$ cat config.mk
export PLATFORM = sky130hd
export DESIGN_NAME = bit_serial_adder
export DESIGN_NICKNAME = d
export VERILOG_FILES = /design/src/rtl/bit_serial_adder.sv
export SDC_FILE = /design/constraint.sdc
export NUM_CORES = 1
export LEC_CHECK = 0
export ABC_CLOCK_PERIOD_IN_PS = 1400
export CAP_MARGIN = 20
export CORE_MARGIN = 2
export CORE_UTILIZATION = 34
export CTS_CLUSTER_DIAMETER = 30
export DETAILED_ROUTE_END_ITERATION = 12
export PLACE_DENSITY = 0.68
export SLEW_MARGIN = 20
export SYNTH_ARGS = -nofsm -noshare
export SYNTH_HDL_FRONTEND = slang
export SYNTH_SLANG_ARGS = --single-unit
export TNS_END_PERCENT = 20
$ cat constraint.sdc
create_clock -name clk -period 1.4 [get_ports clk]
set_clock_uncertainty 0.15 [all_clocks]
set_input_delay 0.28 -clock clk [delete_from_list [all_inputs] [get_ports clk]]
set_output_delay 0.28 -clock clk [all_outputs]
set_load 0.01 [all_outputs]
$ cat src/rtl/bit_serial_adder.sv
// Bit-serial ripple adder: one full-adder cell plus a carry flop computes
// {cout,sum} = a + b + cin over WIDTH clocks, LSB first, with a valid/ready handshake.
module bit_serial_adder #(
  parameter int WIDTH = 8
) (
  input  logic             clk,
  input  logic             rst,
  input  logic             in_valid,
  output logic             in_ready,
  input  logic [WIDTH-1:0] a,
  input  logic [WIDTH-1:0] b,
  input  logic             cin,
  output logic             out_valid,
  input  logic             out_ready,
  output logic [WIDTH-1:0] sum,
  output logic             cout,
  output logic             busy
);

  localparam int CNT_W = $clog2(WIDTH + 1);

  typedef enum logic [1:0] {
    IDLE = 2'd0,
    RUN  = 2'd1,
    DONE = 2'd2
  } state_t;

  state_t             state_q, state_d;
  logic [WIDTH-1:0]   a_sh_q, b_sh_q, sum_q;
  logic               carry_q, cout_q;
  logic [CNT_W-1:0]   cnt_q;
  logic               accept, last_bit;
  logic [1:0]         fa_out;

  // Two half adders plus an OR; returns {carry, sum}.
  function automatic logic [1:0] full_add(input logic x, input logic y, input logic ci);
    logic h;
    h = x ^ y;
    return {(x & y) | (h & ci), h ^ ci};
  endfunction

  assign accept   = (state_q == IDLE) && in_valid;
  assign last_bit = (cnt_q == CNT_W'(WIDTH - 1));
  assign fa_out   = full_add(a_sh_q[0], b_sh_q[0], carry_q);

  always_ff @(posedge clk) begin
    if (rst) state_q <= IDLE;
    else     state_q <= state_d;
  end

  always_comb begin
    state_d = state_q;
    case (state_q)
      IDLE:    if (in_valid)  state_d = RUN;
      RUN:     if (last_bit)  state_d = DONE;
      DONE:    if (out_ready) state_d = IDLE;
      default:                state_d = IDLE;
    endcase
  end

  always_comb begin
    in_ready  = (state_q == IDLE);
    busy      = (state_q == RUN);
    out_valid = (state_q == DONE);
    sum       = sum_q;
    cout      = cout_q;
  end

  // Operands are captured on accept, so later input changes cannot reach the result.
  always_ff @(posedge clk) begin
    if (rst) begin
      a_sh_q  <= '0;
      b_sh_q  <= '0;
      sum_q   <= '0;
      carry_q <= 1'b0;
      cout_q  <= 1'b0;
      cnt_q   <= '0;
    end else if (accept) begin
      a_sh_q  <= a;
      b_sh_q  <= b;
      carry_q <= cin;
      cnt_q   <= '0;
    end else if (state_q == RUN) begin
      a_sh_q  <= {1'b0, a_sh_q[WIDTH-1:1]};
      b_sh_q  <= {1'b0, b_sh_q[WIDTH-1:1]};
      sum_q   <= {fa_out[0], sum_q[WIDTH-1:1]};
      carry_q <= fa_out[1];
      cnt_q   <= cnt_q + CNT_W'(1);
      if (last_bit) cout_q <= fa_out[1];
    end
  end

endmodule

=== After elaboration in Yosys (flattened, before gate mapping) ===
Index checks and enable logic that the tools add are counted.
Widths: inputs -> output; s select.

* Register bits after elaboration: 32
* Bits of input ports: 21
* Output and inout port bits: 12
* Logic and storage cells: 37

* Add/sub/neg operators: 1
* Eq/ne operators: 6
* Muxes and demuxes: 10
* Bitwise gates (word level): 6
* Reduce and logical (&&, ||, !) cells: 7

{| class="wikitable"
|+ Operator list
! kind !! count
|-
| $mux 8 || 4
|-
| $mux 2 || 3
|-
| $pmux 2 s3 || 1
|-
| $reduce_and 3->1 || 2
|-
| $add 4x1->4 const B || 1
|-
| $eq 4x3->1 const B || 1
|-
| $ne 2x1->1 const B || 2
|-
| $and 1x1->1 || 2
|-
| $eq 2x1->1 const B || 1
|-
| $eq 2x2->1 const B || 1
|-
| $logic_not 2->1 || 1
|-
| $mux 1 || 2
|-
| $ne 2x2->1 const B || 1
|-
| $reduce_and 2->1 || 1
|-
| $reduce_bool 2->1 || 1
|-
| $reduce_or 2->1 || 1
|-
| $xor 1x1->1 || 2
|-
| $logic_and 1x1->1 || 1
|-
| $not 1->1 || 1
|-
| $or 1x1->1 || 1
|}

=== Logic depth before layout (Yosys ltp) ===
* Word-level depth: 5
* Gate-level depth with buffers: 5
* Depth with buffers taken out: 4

=== Worst setup path after synthesis ===
Ideal clock, no wire load.

* Path kind: register to register
* From: register state_q[0]
* To: register a_sh_q[2]
* Setup time: 133 ps
* Arrival time: 1107 ps
* Data required time: 1117 ps
* Setup slack: 10 ps
* Cell stages (with the launch flop): 5
* Path buffers: 1
* Clock period less this slack: 1390 ps
* Cell sequence: dfxtp_1 -> buf_6 -> or3b_2 -> a21oi_1 -> nor3_1

* Word-level cells in the longest chain between the ends: 3
* Elaborated cells between the ends (all ways): 5
* Classes of those cells: 1 x eq/ne; 1 x mux; 3 x reduce/logical

{| class="wikitable"
|+ Ends and longest elaborated chain
! element !! line !! source
|-
| start: declaration || 28 || <nowiki>state_t state_q, state_d;</nowiki>
|-
| start signal: assignment || 48 || <nowiki>else state_q <= state_d;</nowiki>
|-
| $logic_not 2->1 || 42 || <nowiki>assign accept = (state_q == IDLE) && in_valid;</nowiki>
|-
| $logic_and 1x1->1 || 42 ||
|-
| $mux 8 / $reduce_bool 2->1 (equally long branches) || -- ||
|-
| end signal: assignment || 84 || <nowiki>a_sh_q <= {1'b0, a_sh_q[WIDTH-1:1]};</nowiki>
|-
| end: declaration || 29 || <nowiki>logic [WIDTH-1:0] a_sh_q, b_sh_q, sum_q;</nowiki>
|}

Parallel ways exist; a longest one is shown, timed or not.
A chain may end at the register's enable or synchronous reset.

=== Final worst setup path ===
* From: register state_q[1]
* To: output port in_ready

* Word-level cells in the longest chain between the ends: 1

{| class="wikitable"
|+ Ends and longest elaborated chain
! element !! line !! source
|-
| $logic_not 2->1 || 62 || <nowiki>in_ready = (state_q == IDLE);</nowiki>
|-
| end: declaration || 9 || <nowiki>output logic in_ready,</nowiki>
|}

No other way between the ends.

==> metrics.log <==
INFO  metric run_status = finished, violations left
INFO  metric failed_checks = negative setup slack
INFO  metric cts.path.max_buffers = 2
INFO  metric timing.max_cap.violations = 0
INFO  metric cts.sinks = 32
INFO  metric totalWireLength = 3750 microns
INFO  metric p_leak = 0.888 nW
INFO  metric drive_above_1_share = 33.2%
INFO  metric worst_ep_arrival_time = 1080 ps
INFO  metric type_of_the_tightest_min_delay_check = flop to flop
INFO  metric antenna_found_initial = 0
INFO  metric chipHeight = 70.0 microns
INFO  metric grt_start_max_net_pins = 28
INFO  metric power.ir.vdd_worst = 0.518 mV
INFO  metric postRouteAntennaNets = 0
INFO  metric ys.flop_type = sky130_fd_sc_hd__dfxtp_1
INFO  metric startpoint_type = flop
INFO  metric synthArstFlopShare = 0%
INFO  metric detail_route.iter0.violations = 105
INFO  metric synth-seq-area-share = 43.2%
INFO  metric utilization = 52.3%
INFO  metric cts_root_buf = sky130_fd_sc_hd__clkbuf_8
INFO  metric flow.area_growth_from_synthesis = 50.5%
INFO  metric synthDominantCellAreaShare = 43.2%
INFO  metric postCtsHoldBufs = 0
INFO  metric synth.lib_cells_used.distinct = 35
INFO  metric die_width = 70.0 microns
INFO  metric placement_rows = 24
INFO  metric max-slew-margin-rel = 81.6%
INFO  metric drt-wirelength-per-cell = 13.8 microns
INFO  metric coreArea = 4260 sq um
INFO  metric grt_usage = 16.0%
INFO  metric post-place-ws = -547 ps
INFO  metric floorplan.io_pins = 33
INFO  metric maxClockFrequency = 662 MHz
INFO  metric setup_tns_after_final_layout = -933 ps
INFO  metric syn_area = 1480 sq um
INFO  metric worst_slew_pin_slew = 276 ps
INFO  metric clock_tree.htree_level_count = 2
INFO  metric numCtsBuffers = 5
INFO  metric finalNetCount = 243
INFO  metric grt_pass1_vias = 1323
INFO  metric initial_core_util = 34.7%
INFO  metric numPortBuffers = 32
INFO  metric hold_viol = 0
INFO  metric drv_slew = 0
INFO  metric grt_overflow_total = 0
INFO  metric hpwl = 2240 microns
INFO  metric setup_viol = 19
INFO  metric routabilityCongestion = 0.717
INFO  metric post-synth-top-area-cell = sky130_fd_sc_hd__dfxtp_1
INFO  metric post_synth_inst_count = 170
INFO  metric floorplan.die_area = 4900 sq um
INFO  metric final_period_utilization = 108%
INFO  metric rsz0062_at_grt = true
INFO  metric layout_min_cycle_time = 1510 ps
INFO  metric yosysWarningCount = 0
INFO  metric cp-end-kind = primary output
INFO  metric synth_edf_count = 0
INFO  metric detail_route.drc_violations = 0
INFO  metric synth.net_count = 193
INFO  metric ys_seq_elements = 32
INFO  metric worst-setup-path-type = flop to primary output
INFO  metric latest_clock_arrival_within_the_worst_skew_pair = 290 ps
INFO  metric viasPerCell = 4.97
INFO  metric synth_area_leaders = sky130_fd_sc_hd__dfxtp_1 (43%), sky130_fd_sc_hd__a21oi_1 (8.8%), sky130_fd_sc_hd__nand2_1 (6.6%), sky130_fd_sc_hd__a211oi_2 (4.2%), sky130_fd_sc_hd__nor2_1 (3.5%)
INFO  metric worst-path-max-fanout = 4
INFO  metric grt_pass1_wl = 6190 microns
INFO  metric cts_tree = done
INFO  metric avgSynthCellArea = 8.71 sq um
INFO  metric vias = 1353
INFO  metric antenna_cells = 0
INFO  metric power.density = 972 nW/um^2
INFO  metric post-route-worst-setup-slack = -110 ps
INFO  metric critPathRequiredTime = 970 ps
INFO  metric clk_transition_reported_paths = 60 ps
INFO  metric dr.pass1.iters = 4
## critical path, stage by stage (launching register included)
cell	delay [ps]
sky130_fd_sc_hd__dfxtp_4	350
sky130_fd_sc_hd__buf_6	120
sky130_fd_sc_hd__buf_6	110
sky130_fd_sc_hd__nor2_2	80
sky130_fd_sc_hd__buf_2	130
## worst paths after layout
| path | startpoint | to | slack (ps) | cells past startpoint |
|---|---|---|---|---|
| setup / recovery | state_q[1]$_SDFFE_PP0P_ | in_ready | -110 | 4 |
| hold reg to reg | sum[0]$_SDFFE_PP0P_ | sum[0]$_SDFFE_PP0P_ | 300 | 2 |
| setup reg to reg | state_q[1]$_SDFFE_PP0P_ | b_sh_q[2]$_SDFFE_PP0P_ | -90 | 7 |
| hold / removal | sum[0]$_SDFFE_PP0P_ | sum[0]$_SDFFE_PP0P_ | 300 | 2 |
## per-stage QoR
step                total power [mW]  area [sq um]  hold slack (ps)  instances
detailed placement              1.35          1940              303        257
floorplan                       1.21          1480              266        170
global route                    2.25          2230              334        272
global placement                1.35          1940              294        257
finish                          2.17          2230              304        272
CTS                             2.15          2140              310        270
## cell usage after synthesis (2+ instances only)
master,number
sky130_fd_sc_hd__nand3_1,4
sky130_fd_sc_hd__inv_1,4
sky130_fd_sc_hd__a211oi_2,5
sky130_fd_sc_hd__nor3_1,8
sky130_fd_sc_hd__o22a_1,3
sky130_fd_sc_hd__dfxtp_1,32
sky130_fd_sc_hd__o221a_2,3
sky130_fd_sc_hd__buf_4,2
sky130_fd_sc_hd__a211oi_1,2
sky130_fd_sc_hd__buf_2,5
sky130_fd_sc_hd__nor2_1,14
sky130_fd_sc_hd__buf_6,3
sky130_fd_sc_hd__nand2_1,26
sky130_fd_sc_hd__clkbuf_1,3
sky130_fd_sc_hd__nand2b_1,7
sky130_fd_sc_hd__or3b_2,5
sky130_fd_sc_hd__a21oi_1,26
## layer usage
layer | global-route usage [%] | share of wire (%) | vias to the layer above
li1 | - | - | 687
met1 | 21.5 | 46 | 623
met2 | 24.0 | 46 | 33
met3 | 5.19 | 5.4 | 10
met4 | 5.77 | 2.4 | 0
met5 | 0 | 0 | -
## power breakdown
group	internal, mW	leakage [nW]	switching, mW
clock	0.437	0.0503	0.336
sequential	0.959	0.264	0.0390
combinational	0.219	0.574	0.176
## placed cells by master (no fill, tap or decap), types with 2 or more instances in the layout
cell type                         synthesis  final
sky130_fd_sc_hd__a211oi_2                 5      7
sky130_fd_sc_hd__a21oi_1                 26     17
sky130_fd_sc_hd__a21oi_2                  0      8
sky130_fd_sc_hd__buf_12                   0      4
sky130_fd_sc_hd__buf_2                    5      2
sky130_fd_sc_hd__buf_4                    2     11
sky130_fd_sc_hd__buf_6                    3      9
sky130_fd_sc_hd__clkbuf_8                 0      7
sky130_fd_sc_hd__clkdlybuf4s50_1          0     19
sky130_fd_sc_hd__dfxtp_1                 32     30
sky130_fd_sc_hd__dfxtp_4                  0      2
sky130_fd_sc_hd__dlygate4sd2_1            0     10
sky130_fd_sc_hd__inv_1                    4      4
sky130_fd_sc_hd__nand2_1                 26     26
sky130_fd_sc_hd__nand2b_1                 7      6
sky130_fd_sc_hd__nand2b_4                 1      2
sky130_fd_sc_hd__nand3_1                  4      4
sky130_fd_sc_hd__nor2_1                  14     11
sky130_fd_sc_hd__nor2_2                   0      3
sky130_fd_sc_hd__nor3_1                   8      7
sky130_fd_sc_hd__o221a_2                  3      3
sky130_fd_sc_hd__o22a_1                   3      3
sky130_fd_sc_hd__or3b_2                   5      3
sky130_fd_sc_hd__or3b_4                   0      4
## area by class of cell
class | count | area, sq um
well taps | 52 | 65.1
inverters | 5 | 21.3
repair buffers | 55 | 552
flip-flops and latches | 32 | 648
multi-input cells | 121 | 847
fillers | 400 | 2030
clock buffers | 7 | 96.3
## sequential cells by signal (all words and copies together) (netlist names)
register,count
a_sh_q,8
b_sh_q,8
carry_q,1
cnt_q,4
cout,1
state_q,2
sum,8
## kinds of logic after synthesis
kind of cell | Yosys count | share of synthesized area (%)
buffers and inverters | 18 | 7.01
AO/OA/AOI/OAI | 44 | 20.9
flip-flops | 32 | 43.2
adder cells (fa/ha/maj) | 2 | 2.20
AND/OR/NAND/NOR | 71 | 24.8
multiplexers | 1 | 0.676
XOR/XNOR | 2 | 1.18
## timing repair
action	in CTS	in global routing
setup buffers	4	3
endpoints found under the setup margin	33	23
cloned	2	0
resized for setup	42	20
pin swaps	9	10
Note: power is estimated with default switching activity, not from simulation.
